### src/rtl/dkong3_vram_arb_if.sv
// Bus bundle between the CPU/video timing side and the VRAM arbiter.
// The arbiter sits on the slave modport; the stimulus/CPU side uses master.
interface dkong3_vram_arb_if;
    logic       I_VRAM_RDn;
    logic       I_VRAM_WRn;
    logic [9:0] I_AB;
    logic [7:0] I_DB;
    logic       I_CMPBLK;
    logic       I_FLIP;
    logic [9:0] I_H_CNT;
    logic [7:0] I_VF_CNT;
    logic [7:0] I_RAM_DQ;
    logic [9:0] O_RAM_AB;
    logic       O_RAM_CE;
    logic       O_RAM_WE;
    logic [7:0] O_RAM_D;
    logic [7:0] O_DB;
    logic       O_WAITn;
    logic       O_ABORT;
    logic [3:0] O_ABORT_CNT;

    modport slave (
        input  I_VRAM_RDn, I_VRAM_WRn, I_AB, I_DB, I_CMPBLK, I_FLIP,
               I_H_CNT, I_VF_CNT, I_RAM_DQ,
        output O_RAM_AB, O_RAM_CE, O_RAM_WE, O_RAM_D, O_DB, O_WAITn,
               O_ABORT, O_ABORT_CNT
    );

    modport master (
        output I_VRAM_RDn, I_VRAM_WRn, I_AB, I_DB, I_CMPBLK, I_FLIP,
               I_H_CNT, I_VF_CNT, I_RAM_DQ,
        input  O_RAM_AB, O_RAM_CE, O_RAM_WE, O_RAM_D, O_DB, O_WAITn,
               O_ABORT, O_ABORT_CNT
    );
endinterface

### src/rtl/dkong3_vram_arb.sv
// Video RAM arbiter: the video scanner owns VRAM while I_CMPBLK=0, the CPU
// gets a two-cycle access window (ACC1 address/write, ACC2 read data) during
// blank. A CPU access cut short by the end of blank is retried from ACC1 on
// the next blank using the latched address/data.
module dkong3_vram_arb (
    input  logic               I_CLK_24M,
    input  logic               I_RESET,
    dkong3_vram_arb_if.slave   bus
);

    typedef enum logic [2:0] {
        ST_IDLE = 3'd0,
        ST_PEND = 3'd1,
        ST_ACC1 = 3'd2,
        ST_ACC2 = 3'd3,
        ST_DONE = 3'd4
    } state_t;

    state_t     state_reg;
    logic [9:0] addr_reg;
    logic [7:0] data_reg;
    logic       is_wr_reg;
    logic [7:0] db_reg;
    logic       abort_reg;
    logic [3:0] abort_cnt_reg;

    logic       req;
    logic       in_acc;
    logic       grant;
    logic [4:0] h_flip;
    logic [9:0] video_ab;
    logic       unused_cnt_bits;

    assign req    = !bus.I_VRAM_RDn || !bus.I_VRAM_WRn;
    assign in_acc = (state_reg == ST_ACC1) || (state_reg == ST_ACC2);
    // The CPU only drives the RAM while blank is up; ownership flips back to
    // video combinationally the moment blank drops, and reset kills it too.
    assign grant  = in_acc && bus.I_CMPBLK && !I_RESET;

    // Horizontal tile column, mirrored when the screen is flipped.
    generate
        for (genvar gi = 0; gi < 5; gi++) begin : g_hflip
            assign h_flip[gi] = bus.I_H_CNT[4 + gi] ^ bus.I_FLIP;
        end
    endgenerate

    assign video_ab = {bus.I_VF_CNT[7:3], h_flip};

    // Counter bits below tile granularity are not needed for addressing.
    assign unused_cnt_bits = ^{bus.I_H_CNT[9], bus.I_H_CNT[3:0], bus.I_VF_CNT[2:0]};

    assign bus.O_RAM_AB    = in_acc ? addr_reg : video_ab;
    assign bus.O_RAM_CE    = grant;
    assign bus.O_RAM_WE    = grant && (state_reg == ST_ACC1) && is_wr_reg;
    assign bus.O_RAM_D     = data_reg;
    assign bus.O_DB        = db_reg;
    assign bus.O_ABORT     = abort_reg;
    assign bus.O_ABORT_CNT = abort_cnt_reg;
    // Wait goes low in the very cycle a request appears in IDLE, so the CPU
    // never samples a ready before the arbiter has latched its access.
    assign bus.O_WAITn     = I_RESET ? 1'b1 :
                             !(((state_reg == ST_IDLE) && req) ||
                               (state_reg == ST_PEND) || in_acc);

    // Access sequencer with latched request and registered status outputs.
    always_ff @(posedge I_CLK_24M) begin
        if (I_RESET) begin
            state_reg     <= ST_IDLE;
            addr_reg      <= 10'h000;
            data_reg      <= 8'h00;
            is_wr_reg     <= 1'b0;
            db_reg        <= 8'h00;
            abort_reg     <= 1'b0;
            abort_cnt_reg <= 4'h0;
        end else begin
            abort_reg <= 1'b0;
            case (state_reg)
                ST_IDLE: begin
                    if (req) begin
                        addr_reg  <= bus.I_AB;
                        data_reg  <= bus.I_DB;
                        is_wr_reg <= !bus.I_VRAM_WRn;
                        state_reg <= ST_PEND;
                    end
                end
                ST_PEND: begin
                    if (bus.I_CMPBLK) begin
                        state_reg <= ST_ACC1;
                    end
                end
                ST_ACC1: begin
                    if (bus.I_CMPBLK) begin
                        state_reg <= ST_ACC2;
                    end else begin
                        state_reg <= ST_PEND;
                        abort_reg <= 1'b1;
                        if (abort_cnt_reg != 4'hF) begin
                            abort_cnt_reg <= abort_cnt_reg + 4'd1;
                        end
                    end
                end
                ST_ACC2: begin
                    if (bus.I_CMPBLK) begin
                        state_reg <= ST_DONE;
                        if (!is_wr_reg) begin
                            db_reg <= bus.I_RAM_DQ;
                        end
                    end else begin
                        state_reg <= ST_PEND;
                        abort_reg <= 1'b1;
                        if (abort_cnt_reg != 4'hF) begin
                            abort_cnt_reg <= abort_cnt_reg + 4'd1;
                        end
                    end
                end
                ST_DONE: begin
                    // Hold here until the CPU lets go so one strobe = one access.
                    if (bus.I_VRAM_RDn && bus.I_VRAM_WRn) begin
                        state_reg <= ST_IDLE;
                    end
                end
                default: begin
                    state_reg <= ST_IDLE;
                end
            endcase
        end
    end

endmodule

### src/flat_wrapper.sv
// flat-port wrapper written by rule: the top's interface ports become plain ports
module dkong3_vram_arb_flat 
  (I_CLK_24M, I_RESET, bus_I_VRAM_RDn, bus_I_VRAM_WRn, bus_I_AB, bus_I_DB, bus_I_CMPBLK, bus_I_FLIP, bus_I_H_CNT, bus_I_VF_CNT, bus_I_RAM_DQ, bus_O_RAM_AB, bus_O_RAM_CE, bus_O_RAM_WE, bus_O_RAM_D, bus_O_DB, bus_O_WAITn, bus_O_ABORT, bus_O_ABORT_CNT);
  dkong3_vram_arb_if bus_i ();
  input  logic I_CLK_24M;
  input  logic I_RESET;
  input wire logic [$bits(bus_i.I_VRAM_RDn)-1:0] bus_I_VRAM_RDn;
  input wire logic [$bits(bus_i.I_VRAM_WRn)-1:0] bus_I_VRAM_WRn;
  input wire logic [$bits(bus_i.I_AB)-1:0] bus_I_AB;
  input wire logic [$bits(bus_i.I_DB)-1:0] bus_I_DB;
  input wire logic [$bits(bus_i.I_CMPBLK)-1:0] bus_I_CMPBLK;
  input wire logic [$bits(bus_i.I_FLIP)-1:0] bus_I_FLIP;
  input wire logic [$bits(bus_i.I_H_CNT)-1:0] bus_I_H_CNT;
  input wire logic [$bits(bus_i.I_VF_CNT)-1:0] bus_I_VF_CNT;
  input wire logic [$bits(bus_i.I_RAM_DQ)-1:0] bus_I_RAM_DQ;
  output wire logic [$bits(bus_i.O_RAM_AB)-1:0] bus_O_RAM_AB;
  output wire logic [$bits(bus_i.O_RAM_CE)-1:0] bus_O_RAM_CE;
  output wire logic [$bits(bus_i.O_RAM_WE)-1:0] bus_O_RAM_WE;
  output wire logic [$bits(bus_i.O_RAM_D)-1:0] bus_O_RAM_D;
  output wire logic [$bits(bus_i.O_DB)-1:0] bus_O_DB;
  output wire logic [$bits(bus_i.O_WAITn)-1:0] bus_O_WAITn;
  output wire logic [$bits(bus_i.O_ABORT)-1:0] bus_O_ABORT;
  output wire logic [$bits(bus_i.O_ABORT_CNT)-1:0] bus_O_ABORT_CNT;
  assign bus_i.I_VRAM_RDn = bus_I_VRAM_RDn;
  assign bus_i.I_VRAM_WRn = bus_I_VRAM_WRn;
  assign bus_i.I_AB = bus_I_AB;
  assign bus_i.I_DB = bus_I_DB;
  assign bus_i.I_CMPBLK = bus_I_CMPBLK;
  assign bus_i.I_FLIP = bus_I_FLIP;
  assign bus_i.I_H_CNT = bus_I_H_CNT;
  assign bus_i.I_VF_CNT = bus_I_VF_CNT;
  assign bus_i.I_RAM_DQ = bus_I_RAM_DQ;
  assign bus_O_RAM_AB = bus_i.O_RAM_AB;
  assign bus_O_RAM_CE = bus_i.O_RAM_CE;
  assign bus_O_RAM_WE = bus_i.O_RAM_WE;
  assign bus_O_RAM_D = bus_i.O_RAM_D;
  assign bus_O_DB = bus_i.O_DB;
  assign bus_O_WAITn = bus_i.O_WAITn;
  assign bus_O_ABORT = bus_i.O_ABORT;
  assign bus_O_ABORT_CNT = bus_i.O_ABORT_CNT;
  dkong3_vram_arb u_core (.I_CLK_24M(I_CLK_24M), .I_RESET(I_RESET), .bus(bus_i));
endmodule
### config.mk
export PLATFORM = sky130hd
export DESIGN_NAME = dkong3_vram_arb_flat
export DESIGN_NICKNAME = d
export VERILOG_FILES = /design/src/rtl/dkong3_vram_arb_if.sv /design/src/rtl/dkong3_vram_arb.sv /design/src/flat_wrapper.sv
export SDC_FILE = /design/constraint.sdc
export NUM_CORES = 1
export LEC_CHECK = 0
export ABC_AREA = 0
export CAP_MARGIN = 20
export CORE_MARGIN = 4
export CORE_UTILIZATION = 36
export CTS_CLUSTER_DIAMETER = 150
export CTS_CLUSTER_SIZE = 8
export DETAILED_ROUTE_END_ITERATION = 10
export GPL_TIMING_DRIVEN = 1
export PLACE_DENSITY = 0.86
export SYNTH_ARGS = -nofsm -noshare
export SYNTH_HDL_FRONTEND = slang
export SYNTH_SLANG_ARGS = --single-unit
### constraint.sdc
create_clock -name I_CLK_24M -period 1.5 [get_ports I_CLK_24M]
set_input_delay 0.225 -clock I_CLK_24M [delete_from_list [all_inputs] [get_ports I_CLK_24M]]
set_output_delay 0.225 -clock I_CLK_24M [all_outputs]
set_load 0.05 [all_outputs]
==> results of run 1 <==
==> cell usage after synthesis (2+ instances only) <==
library cell	instances	area, sq um
mux2_2	6	67.56
inv_1	2	7.510
mux2i_1	9	90.09
nor3_1	2	10.01
nand2b_1	19	118.9
buf_2	5	25.02
a21oi_1	25	125.1
dfxtp_1	35	700.7
a211oi_1	2	15.01
xnor2_1	6	52.55
nor2_1	9	33.78
o41ai_1	2	17.52
buf_6	3	33.78
nand2_1	37	138.9
clkbuf_1	7	26.28
==> report_power, final <==
part	switching, mW	internal, mW
clock network	0.316	0.326
registers	0.0353	0.978
logic	0.431	0.414
==> kinds of logic after synthesis <==
kind of cell             count (synthesis)
AND/OR/NAND/NOR                         75
flip-flops                              35
XOR/XNOR                                 6
AO/OA/AOI/OAI                           36
adder cells (fa/ha/maj)                  1
multiplexers                            15
buffers and inverters                   18
==> repair_timing <==
action | 4_1_cts | 5_1_grt
hold buffers | 0 | 0
gates cloned | 1 | 1
resized for setup | 30 | 9
setup endpoints to repair | 13 | 15
setup buffers | 4 | 1
pin swaps | 2 | 3
==> path summary, 6_finish.rpt <==
kind | slack, ns | from | cells after the start | endpoint
worst max-delay path | -0.05 | u_core.state_reg[2] | 3 | bus_O_RAM_AB[8]
worst min-delay path | 0.45 | u_core.bus.O_RAM_D[1] | 2 | u_core.bus.O_RAM_D[1]
worst max register to register | 0.05 | u_core.state_reg[2] | 5 | u_core.bus.O_ABORT_CNT[3]
worst min register to register | 0.45 | u_core.bus.O_RAM_D[1] | 2 | u_core.bus.O_RAM_D[1]
==> metrics by stage <==
stage	setup WS [ns]	area (sq um)	power, mW	util (%)
finish	-0.05105	2918	2.500	66.55
CTS	-0.05112	2844	2.496	64.87
detailed placement	-0.1707	2641	1.808	60.25
global placement	-0.1522	2641	1.795	60.25
floorplan	-0.1354	1740	1.477	-
global route	-0.1100	2918	2.615	66.55
==> worst max-delay path, cell delays in order, from the launching register on <==
cell,delay (ns)
dfxtp_2,0.34
nand2b_4,0.22
mux2_4,0.33
buf_6,0.16
==> routing by layer <==
layer | GRT usage, % | vias up | wire (um) | share of wire (%)
met5 | 0 | - | 0 | 0
met2 | 28.86 | 47 | 2419 | 52
met4 | 5.825 | 0 | 110 | 2.3
met3 | 3.694 | 9 | 263 | 5.6
met1 | 18.62 | 750 | 1892 | 40
li1 | - | 801 | - | -
==> cell type report <==
| cell class | instances | share of cell area (%) |
|---|---|---|
| Clock inverter | 1 | 0.1715 |
| Timing Repair Buffer | 96 | 35.46 |
| Multi-Input combinational cell | 134 | 34.86 |
| Clock buffer | 7 | 2.616 |
| Inverter | 2 | 0.2573 |
| Tap cell | 52 | 2.230 |
| Sequential cell | 35 | 24.40 |
==> metrics, run 1 <==
minimum clock period roughly 1.6 ns; DR pass1 iterations 4; first-pass GRT wire length 7065 um; Seq/Total Area, Yosys a little over two fifths; TritonCTS clock tree built; Pleak 1.164 nW; Syn. warnings 0; Critical Path AT around 1.3 ns; Placed Cells 312; CTS max path bufs 2; worst path required time 1.27 ns; io pins 84; Primary FF master, synth dfxtp_1; DRC 0; Worst Path Max Fanout 6; status finished with violations; crit path kind flop to output port; CP Launch Type flop; commonest non-fill, non-tap cells in the layout nand2_1 (37), clkdlybuf4s50_1 (36), buf_4 (33), dfxtp_1 (30), a21oi_1 (19); final setup fails 10; Vias 1607; Total GRT Usage 16.10%; RD Place Congestion 0.7259; clk sinks 35; number of synthesized flops with an enable pin 0; post-synthesis register bit count 35; Starting DRT DRC Count 47; layout cells sized above 1 35.27%; Die ar. 5708 sq um; fmax 644.7 MHz; fillers 355; Initial Utilization a little under two fifths; pwr/cell area 856.8 nW/um^2; routed vias/inst about 5; Mapped Area 1643 sq um; Slew headroom 74.23%; Layout Skew 0.007676 ns; die height 75.55 um; Die Span X 75.55 um; Post-Synth Adder-Cell Area 0.7616%; RSZ-0062 raised after global routing yes; Hold Slack 0.4544 ns; Slew Limit Fails 0; maximum vdd drop ~660 uV; endpoints failing hold 0; wire length per cell 14.33 um; Final TNS setup -0.3567 ns; post-synthesis compound-gate area fraction 15.16%; failing checks negative setup slack; simple-gate share of the synthesized area 22.77%; worst slew pin tran ~0.38 ns; Detail Route Antenna Nets 0; main combinational cell family by area after synthesis simple AND/OR/NAND/NOR gates; vias in the first global route 1550; Core Footprint between 4000 and 5000 sq um; final period utilization 103.4%; HP Class flop to flop; ANT cells 0; Mapped Cells 186; synthesized-area fraction occupied by xor and xnor cells 3.199%; final worst slack -0.05105 ns; Max Cap Viol 0; max reg flops 10; synthesized area per cell 8.832 sq um; Clock Pin Slew Worst Setup and Hold Paths 0.07 ns; I/O Buffers 75; multi-input logic area 1017 sq um; hpwl dp 3125 um; Synth-to-Final Area Change 77.61%; GR Overflow Total 0; Site Rows 24; initial antenna violation count 0; post-synthesis cell type count 32; Nets 325; mux cell area share after synthesis 9.596%; final std cells w/o fill 327; largest net degree at the start of global routing 34; CTS Buf Count 5; most common cell after layout, fill and taps aside nand2_1; FF/Latch Area 711.9 sq um; syn nets ~240; FFs w/ async S/R, synth 0%; Critical Path Sink Type output port; Clock H-tree levels 2; Total Wirelength between 4000 and 5000 um; Root Driver clkbuf_8; worst skew pair latency 0.28 ns
Note: power is estimated with default switching activity, not from simulation.
==> inputs of run 2 (changes only) <==
GPL_TIMING_DRIVEN = default   (was 1)
==> results of run 2 <==
Same layout as run 1: the final DEF is identical, and so are final timing and power.
